File: src/rtl/fifo_sync_ext_if.sv
// fifo_sync_ext_if: producer/consumer handshake bundle for fifo_sync_ext
interface fifo_sync_ext_if #(parameter int AW = 4, parameter int DW = 8);
   logic          wen;
   logic [DW-1:0] din;
   logic          ren;
   logic          clr_err;
   logic [DW-1:0] dout;
   logic          dvalid;
   logic [AW:0]   cnt;
   logic          wfull;
   logic          rempty;
   logic          afull;
   logic          aempty;
   logic          ovf;
   logic          udf;
   modport master(
      output wen, din, ren, clr_err,
      input  dout, dvalid, cnt, wfull, rempty, afull, aempty, ovf, udf
   );
   modport slave(
      input  wen, din, ren, clr_err,
      output dout, dvalid, cnt, wfull, rempty, afull, aempty, ovf, udf
   );
endinterface

File: src/rtl/fifo_sync_ext.sv
// fifo_sync_ext: single-clock FIFO with FWFT option, thresholds, sticky errors
module fifo_sync_ext #(
   parameter int AW    = 4,
   parameter int DW    = 8,
   parameter int FWFT  = 0,
   parameter int AF_TH = 14,
   parameter int AE_TH = 2
) (
   input logic            clk,
   input logic            rst,
   fifo_sync_ext_if.slave bus
);
   logic [DW-1:0] ram [1<<AW];
   logic [AW-1:0] waddr, raddr;
   logic [AW:0]   cnt;
   logic [DW-1:0] q;
   logic          dv, ovf, udf, rempty, wfull, rd_ok, wr_ok;
   always_comb begin
      rempty = cnt == '0;
      wfull  = cnt[AW];
      rd_ok  = bus.ren & ~rempty;
      wr_ok  = bus.wen & (~wfull | rd_ok);
   end
   always_ff @(posedge clk)
      if (wr_ok) ram[waddr] <= bus.din;
   // q is the popped word in standard mode, the last shown word in FWFT mode
   always_ff @(posedge clk)
      if (rst) begin
         waddr <= '0;
         raddr <= '0;
         cnt   <= '0;
         q     <= '0;
         dv    <= 1'b0;
         ovf   <= 1'b0;
         udf   <= 1'b0;
      end else begin
         waddr <= waddr + AW'(wr_ok);
         raddr <= raddr + AW'(rd_ok);
         cnt   <= cnt + (AW+1)'(wr_ok) - (AW+1)'(rd_ok);
         q     <= ((FWFT != 0) ? ~rempty : rd_ok) ? ram[raddr] : q;
         dv    <= rd_ok;
         ovf   <= (bus.wen & ~wr_ok) | (ovf & ~bus.clr_err);
         udf   <= (bus.ren & rempty) | (udf & ~bus.clr_err);
      end
   assign bus.dout   = ((FWFT != 0) && !rempty) ? ram[raddr] : q;
   assign bus.dvalid = (FWFT != 0) ? ~rempty : dv;
   assign bus.cnt    = cnt;
   assign bus.wfull  = wfull;
   assign bus.rempty = rempty;
   assign bus.afull  = cnt >= (AW+1)'(AF_TH);
   assign bus.aempty = cnt <= (AW+1)'(AE_TH);
   assign bus.ovf    = ovf;
   assign bus.udf    = udf;
endmodule
File: src/flat_wrapper.sv
// flat-port wrapper written by rule: the top's interface ports become plain ports
module fifo_sync_ext_flat 
#(
   parameter int AW    = 4,
   parameter int DW    = 8,
   parameter int FWFT  = 0,
   parameter int AF_TH = 14,
   parameter int AE_TH = 2
)
  (clk, rst, bus_wen, bus_din, bus_ren, bus_clr_err, bus_dout, bus_dvalid, bus_cnt, bus_wfull, bus_rempty, bus_afull, bus_aempty, bus_ovf, bus_udf);
  fifo_sync_ext_if #(.AW(AW), .DW(DW)) bus_i ();
  input logic clk;
  input logic rst;
  input wire logic [$bits(bus_i.wen)-1:0] bus_wen;
  input wire logic [$bits(bus_i.din)-1:0] bus_din;
  input wire logic [$bits(bus_i.ren)-1:0] bus_ren;
  input wire logic [$bits(bus_i.clr_err)-1:0] bus_clr_err;
  output wire logic [$bits(bus_i.dout)-1:0] bus_dout;
  output wire logic [$bits(bus_i.dvalid)-1:0] bus_dvalid;
  output wire logic [$bits(bus_i.cnt)-1:0] bus_cnt;
  output wire logic [$bits(bus_i.wfull)-1:0] bus_wfull;
  output wire logic [$bits(bus_i.rempty)-1:0] bus_rempty;
  output wire logic [$bits(bus_i.afull)-1:0] bus_afull;
  output wire logic [$bits(bus_i.aempty)-1:0] bus_aempty;
  output wire logic [$bits(bus_i.ovf)-1:0] bus_ovf;
  output wire logic [$bits(bus_i.udf)-1:0] bus_udf;
  assign bus_i.wen = bus_wen;
  assign bus_i.din = bus_din;
  assign bus_i.ren = bus_ren;
  assign bus_i.clr_err = bus_clr_err;
  assign bus_dout = bus_i.dout;
  assign bus_dvalid = bus_i.dvalid;
  assign bus_cnt = bus_i.cnt;
  assign bus_wfull = bus_i.wfull;
  assign bus_rempty = bus_i.rempty;
  assign bus_afull = bus_i.afull;
  assign bus_aempty = bus_i.aempty;
  assign bus_ovf = bus_i.ovf;
  assign bus_udf = bus_i.udf;
  fifo_sync_ext #(.AW(AW), .DW(DW), .FWFT(FWFT), .AF_TH(AF_TH), .AE_TH(AE_TH)) u_core (.clk(clk), .rst(rst), .bus(bus_i));
endmodule
File: config.mk
export PLATFORM = sky130hd
export DESIGN_NAME = fifo_sync_ext_flat
export DESIGN_NICKNAME = d
export VERILOG_FILES = /design/src/rtl/fifo_sync_ext_if.sv /design/src/rtl/fifo_sync_ext.sv /design/src/flat_wrapper.sv
export SDC_FILE = /design/constraint.sdc
export NUM_CORES = 1
export LEC_CHECK = 0
export ABC_AREA = 1
export ABC_CLOCK_PERIOD_IN_PS = 2900
export BUFFER_PORTS_ARGS = -buffer_cell sky130_fd_sc_hd__buf_2
export CAP_MARGIN = 20
export CORE_MARGIN = 4
export CORE_UTILIZATION = 58
export DETAILED_ROUTE_END_ITERATION = 6
export PLACE_DENSITY = 0.88
export SYNTH_ARGS = -nofsm -noshare
export SYNTH_HDL_FRONTEND = slang
export SYNTH_SLANG_ARGS = --single-unit
File: constraint.sdc
create_clock -name clk -period 2.9 [get_ports clk]
set_input_delay 0.58 -clock clk [delete_from_list [all_inputs] [get_ports clk]]
set_output_delay 0.58 -clock clk [all_outputs]
set_load 0.005 [all_outputs]
### Word-level counts from Yosys, hierarchy flattened

Memories as Yosys holds them, arrays and structs flattened. A register that Yosys moved wholly into a read port is not among the register bits.
Cells that the tools add are included.

* add/sub/neg operators: 4
* order comparisons: 2
* mux-type cells: 2
* bitwise operators: 13
* reductions and logical operators: 1

Operator list (count)
* 4-bit by 1-bit adder with 4-bit output: 2
* 1-bit bitwise AND: 6
* 5-bit by 1-bit adder with 5-bit output: 1
* 5-bit by 4-bit greater-or-equal comparator with 1-bit output (second input constant): 1
* 5-bit by 2-bit less-or-equal comparator with 1-bit output (second input constant): 1
* 5-bit zero test: 1
* 5-bit by 1-bit subtractor with 5-bit output: 1
* 1-bit inverter: 4
* 1-bit OR: 3
* 1-bit 2-to-1 mux: 2

* flip-flop bits (word level): 16
* memory bits (writable): 128
* input port bits: 13
* output and inout bits: 20
* logic and storage cells: 29
* memories: 1

Memory list
* u_core.ram: words 16, width 8, rd ports 1, clocked after memory_dff 1, write ports 1, line fifo_sync_ext.sv:13 `logic [DW-1:0] ram [1<<AW];`

### Logic depth before layout (Yosys ltp)

* depth in word-level cells: 8
* mapped depth: 14
* mapped depth without buffers: 13

### Worst setup path after synthesis

OpenSTA, ideal clock, no wires.

* path type: register to register
* start point: register u_core.cnt[2] (netlist: u_core.bus.cnt[2])
* end point: register u_core.cnt[4] (netlist: u_core.bus.cnt[4])
* library setup time: 0.116 ns
* arrival: 2.344 ns
* required time: 2.784 ns
* slack: 0.440 ns
* cell stages (with the launch flop): 15
* path buffers: 1
* period minus slack after synthesis: 2.460 ns
* path through: dfxtp_1 > inv_1 > ha_1 > nand4_1 > nand2_2 > inv_2 > clkbuf_8 > ha_1 > inv_1 > ha_1 > inv_1 > fa_1 > o31ai_1 > or2_2 > a21oi_1

* word-level cells in the longest chain between the ends: 7

Ends and longest elaborated chain
* start: declaration: line fifo_sync_ext.sv:15 `logic [AW:0] cnt;`
* start signal: assignment: line fifo_sync_ext.sv:39 `cnt <= cnt + (AW+1)'(wr_ok) - (AW+1)'(rd_ok);`
* 5-bit zero test (*): line fifo_sync_ext.sv:19 `rempty = cnt == '0;`
* 1-bit inverter (*): line fifo_sync_ext.sv:21 `rd_ok = bus.ren & ~rempty;`
* 1-bit bitwise AND (*): line fifo_sync_ext.sv:21
* net u_core.rd_ok: line fifo_sync_ext.sv:17 `logic dv, ovf, udf, rempty, wfull, rd_ok, wr_ok;`
* 1-bit OR: line fifo_sync_ext.sv:22 `wr_ok = bus.wen & (~wfull | rd_ok);`
* 1-bit bitwise AND: line fifo_sync_ext.sv:22
* 5-bit by 1-bit adder with 5-bit output: line fifo_sync_ext.sv:39
* 5-bit by 1-bit subtractor with 5-bit output (*): line fifo_sync_ext.sv:39

Mark *: on every way through the listed nets, which the timed path passes. The rest lies on a longest branch.
A chain may end at the register's enable or synchronous reset.

### Final worst setup path

* start point: register u_core.cnt[2] (netlist: u_core.bus.cnt[2])
* end point: register u_core.cnt[4] (netlist: u_core.bus.cnt[4])

* word-level cells in the longest chain between the ends: 7

Ends and longest elaborated chain (line)
* 5-bit zero test: fifo_sync_ext.sv:19
* 1-bit inverter: fifo_sync_ext.sv:21
* 1-bit bitwise AND: fifo_sync_ext.sv:21
* 1-bit OR: fifo_sync_ext.sv:22
* 1-bit bitwise AND: fifo_sync_ext.sv:22
* 5-bit by 1-bit adder with 5-bit output: fifo_sync_ext.sv:39
* 5-bit by 1-bit subtractor with 5-bit output (*): fifo_sync_ext.sv:39

Every way passes the cells marked *; elsewhere a longest branch is shown, timed or not.

==> summary.txt <==
Outcome
  • Status: finished, violations left
  • Failing checks: DRC

CTS
  • Post_cts resized: 0
  • CTS tree: yes
  • Max Buffers Root-to-Sink: 2
  • Clock Latency Late Sink: 420 ps
  • CTS H-tree lvls: 4
  • CTS buffer count: 17
  • CTS Hold Bufs: 0
  • CTS root buffer: clkbuf_16
  • Post-CTS Setup Bufs: 0
  • Clock slew at reported path FFs: 60 ps
  • # clock sinks: 152

Global routing
  • Largest net degree at the start of global routing: 66
  • All-Layer GR Usage: 0.2462
  • Vias in the first global route: a little under 5,000
  • Initial antenna violation count: 0
  • Global-route wire length before repair: 24,550 um
  • Grt ovf: 0

Setup path
  • CP max FO: 4
  • Worst path arrival time: 2830 ps
  • Crit Path Category: reg -> reg
  • Critical Path Source Type: flop
  • CP Capture Type: flop
  • Critical Path RT: 3190 ps

Drt
  • Post-route ant nets: 0
  • First-pass iteration count of the detailed router: 7
  • Starting DRT DRC Count: 508
  • Total number of vias: 4,777
  • Via/cell ratio: 5.647
  • WL/cell: around 18 um
  • DRT Wirelength: 15,470 um
  • DRC violations left: 10

Cells and area
  • Diode count: 0
  • Fillcell total: just under 800
  • Area growth, synth to finish: 11.27%
  • Most common cell after layout, fill and taps aside: nand2_1
  • Area of the multi-input gates: approximately 1800 um2
  • Final core occ: 0.6711
  • Final Cell Area: approximately 7400 um2
  • Layout cell share with drive strength beyond 1: 0.1048
  • Final net count: 721
  • Most frequent cells in the layout: 211 x nand2_1, 128 x edfxtp_1, 96 x nand3_1
  • Register area: between 4000 and 5000 um2

Timing
  • Skew final: ~6.7 ps
  • Final hold vios: 0
  • Relative slew slack: 0.5004
  • Fmax: about 390 MHz
  • # setup viols final: 0
  • Min setup slack post-route: 354.8 ps
  • Min Tclk post-route: approximately 2500 ps
  • Tightest Pin Transition: 746.7 ps
  • Setup_tns: 0 ps
  • RSZ-0062 raised after global routing: false
  • Tcrit/Tclk final: 0.8777
  • Final slew viol count: 0

Logic synthesis
  • Yosys cell types: 25
  • Cell taking the most area after synthesis: edfxtp_1
  • Mapped Area: 6653 um2
  • Flop and latch count out of synthesis: 152
  • Post-Syn Area per Cell: 10.02 um2
  • Synth Instances: 664
  • Top cell type's share of synthesized area: 0.5778
  • Synthesis warning total: 0
  • Area contributors post-synth: edfxtp_1 58%, nand2_1 12%, dfxtp_1 7.2%
  • Sequential share of the synthesized area: 0.6500
  • Syn Nets: 692

Place
  • # port buffers: 32
  • DP HPWL: ~9500 um
  • Area after DPL: a little under 7000 um2
  • Dpl ws: 418.5 ps
  • Gpl congestion: around 0.9

Pwr
  • Pwr dens: approximately 840 nW/um2
  • Peak VDD IR: approximately 0.50 mV
  • Leakage power: 0.003206 uW
  • Power, Total: between 6000 and 7000 uW

Floorplanning
  • Core Area: 11,030 um2
  • Die width: 115.1 um
  • Ports: 33
  • Die area: 13,250 um2
  • Die Ht: between 100 and 150 um
  • FP Rows: 38
  • Initial Utilization: 0.6031

Job
  • MaxCap Viol Count: 0

Worst hold path
  • Hold Crit Class: in -> reg
==> logic make-up (layout without fill, tap and decap cells) <==
kind of cell | Yosys count | in the layout | share of synthesized area
simple gates | 351 | 351 | 0.2172
flops | 152 | 152 | 0.6500
fa+ha+maj | 15 | 15 | 0.02934
compound gates | 17 | 17 | 0.01505
xor+xnor | 2 | 2 | 0.002634
buf+inv | 127 | 169 | 0.08576
==> registers in the layout, summed over array words and instances, names as in the netlist <==
signal and count:
u_core.ram 128, u_core.bus.dout 8, u_core.bus.cnt 5, u_core.raddr 4
u_core.waddr 4, u_core.bus.dvalid 1, u_core.bus.ovf 1, u_core.bus.udf 1
==> cells in the mapped netlist (all sizes together) <==
cell / count
nand2: 212
edfxtp: 128
inv: 98
nand3: 96
nor2: 41
buf: 26
dfxtp: 24
ha: 14
a21oi: 9
o21bai: 3
clkbuf: 2
o21ai: 2
xnor2: 2
a21boi: 1
clkinv: 1
fa: 1
nand4: 1
o21a: 1
o31ai: 1
or2: 1
==> report_power, final <==
group	total [uW]	internal (uW)	switching, uW
Combinational	1600	522	1080
Clock	2070	1190	881
Sequential	2570	2500	75.6
Total	6240	4210	2030
==> worst paths after layout <==
path                           startpoint                            to  slack (ps)  depth (start not counted)
max          u_core.bus.cnt[2]$_SDFF_PP0_  u_core.bus.cnt[4]$_SDFF_PP0_         350                         13
min reg2reg     u_core.bus.ovf$_SDFF_PP0_     u_core.bus.ovf$_SDFF_PP0_         480                          2
max reg2reg  u_core.bus.cnt[2]$_SDFF_PP0_  u_core.bus.cnt[4]$_SDFF_PP0_         350                         13
min                           bus_clr_err     u_core.bus.ovf$_SDFF_PP0_         430                          4
==> cell type report <==
type,instances,share of cell area
well taps,140,0.02366
clock inverters,13,0.01640
clock buffers,19,0.05849
repair buffers,38,0.02941
multi-input cells,385,0.2375
inverters,99,0.05020
flip-flops and latches,152,0.5843
==> per-layer routing <==
layer,vias to the layer above,global-route usage,wire (um)
li1,2200,-,-
met1,2212,0.3076,5539
met2,314,0.4128,7707
met3,51,0.06684,1755
met4,0,0.09155,469
met5,-,0,0
==> critical path: stages, from the launching register on <==
cell     delay, ps
dfxtp_1        340
inv_1          120
ha_1           200
nand4_1        160
nand2_2        110
inv_2           40
ha_1           260
inv_1           70
ha_1           160
inv_1           60
fa_1           410
o31ai_1        270
or2_2          170
a21oi_1         50
==> metrics by stage <==
stage               cells  hold WS [ps]
floorplan             664         457.1
global placement      813         449.2
detailed placement    813         467.7
CTS                   845         429.3
global route          846         456.3
finish                846         433.2
No activity file was read; power rests on OpenSTA's default activity.
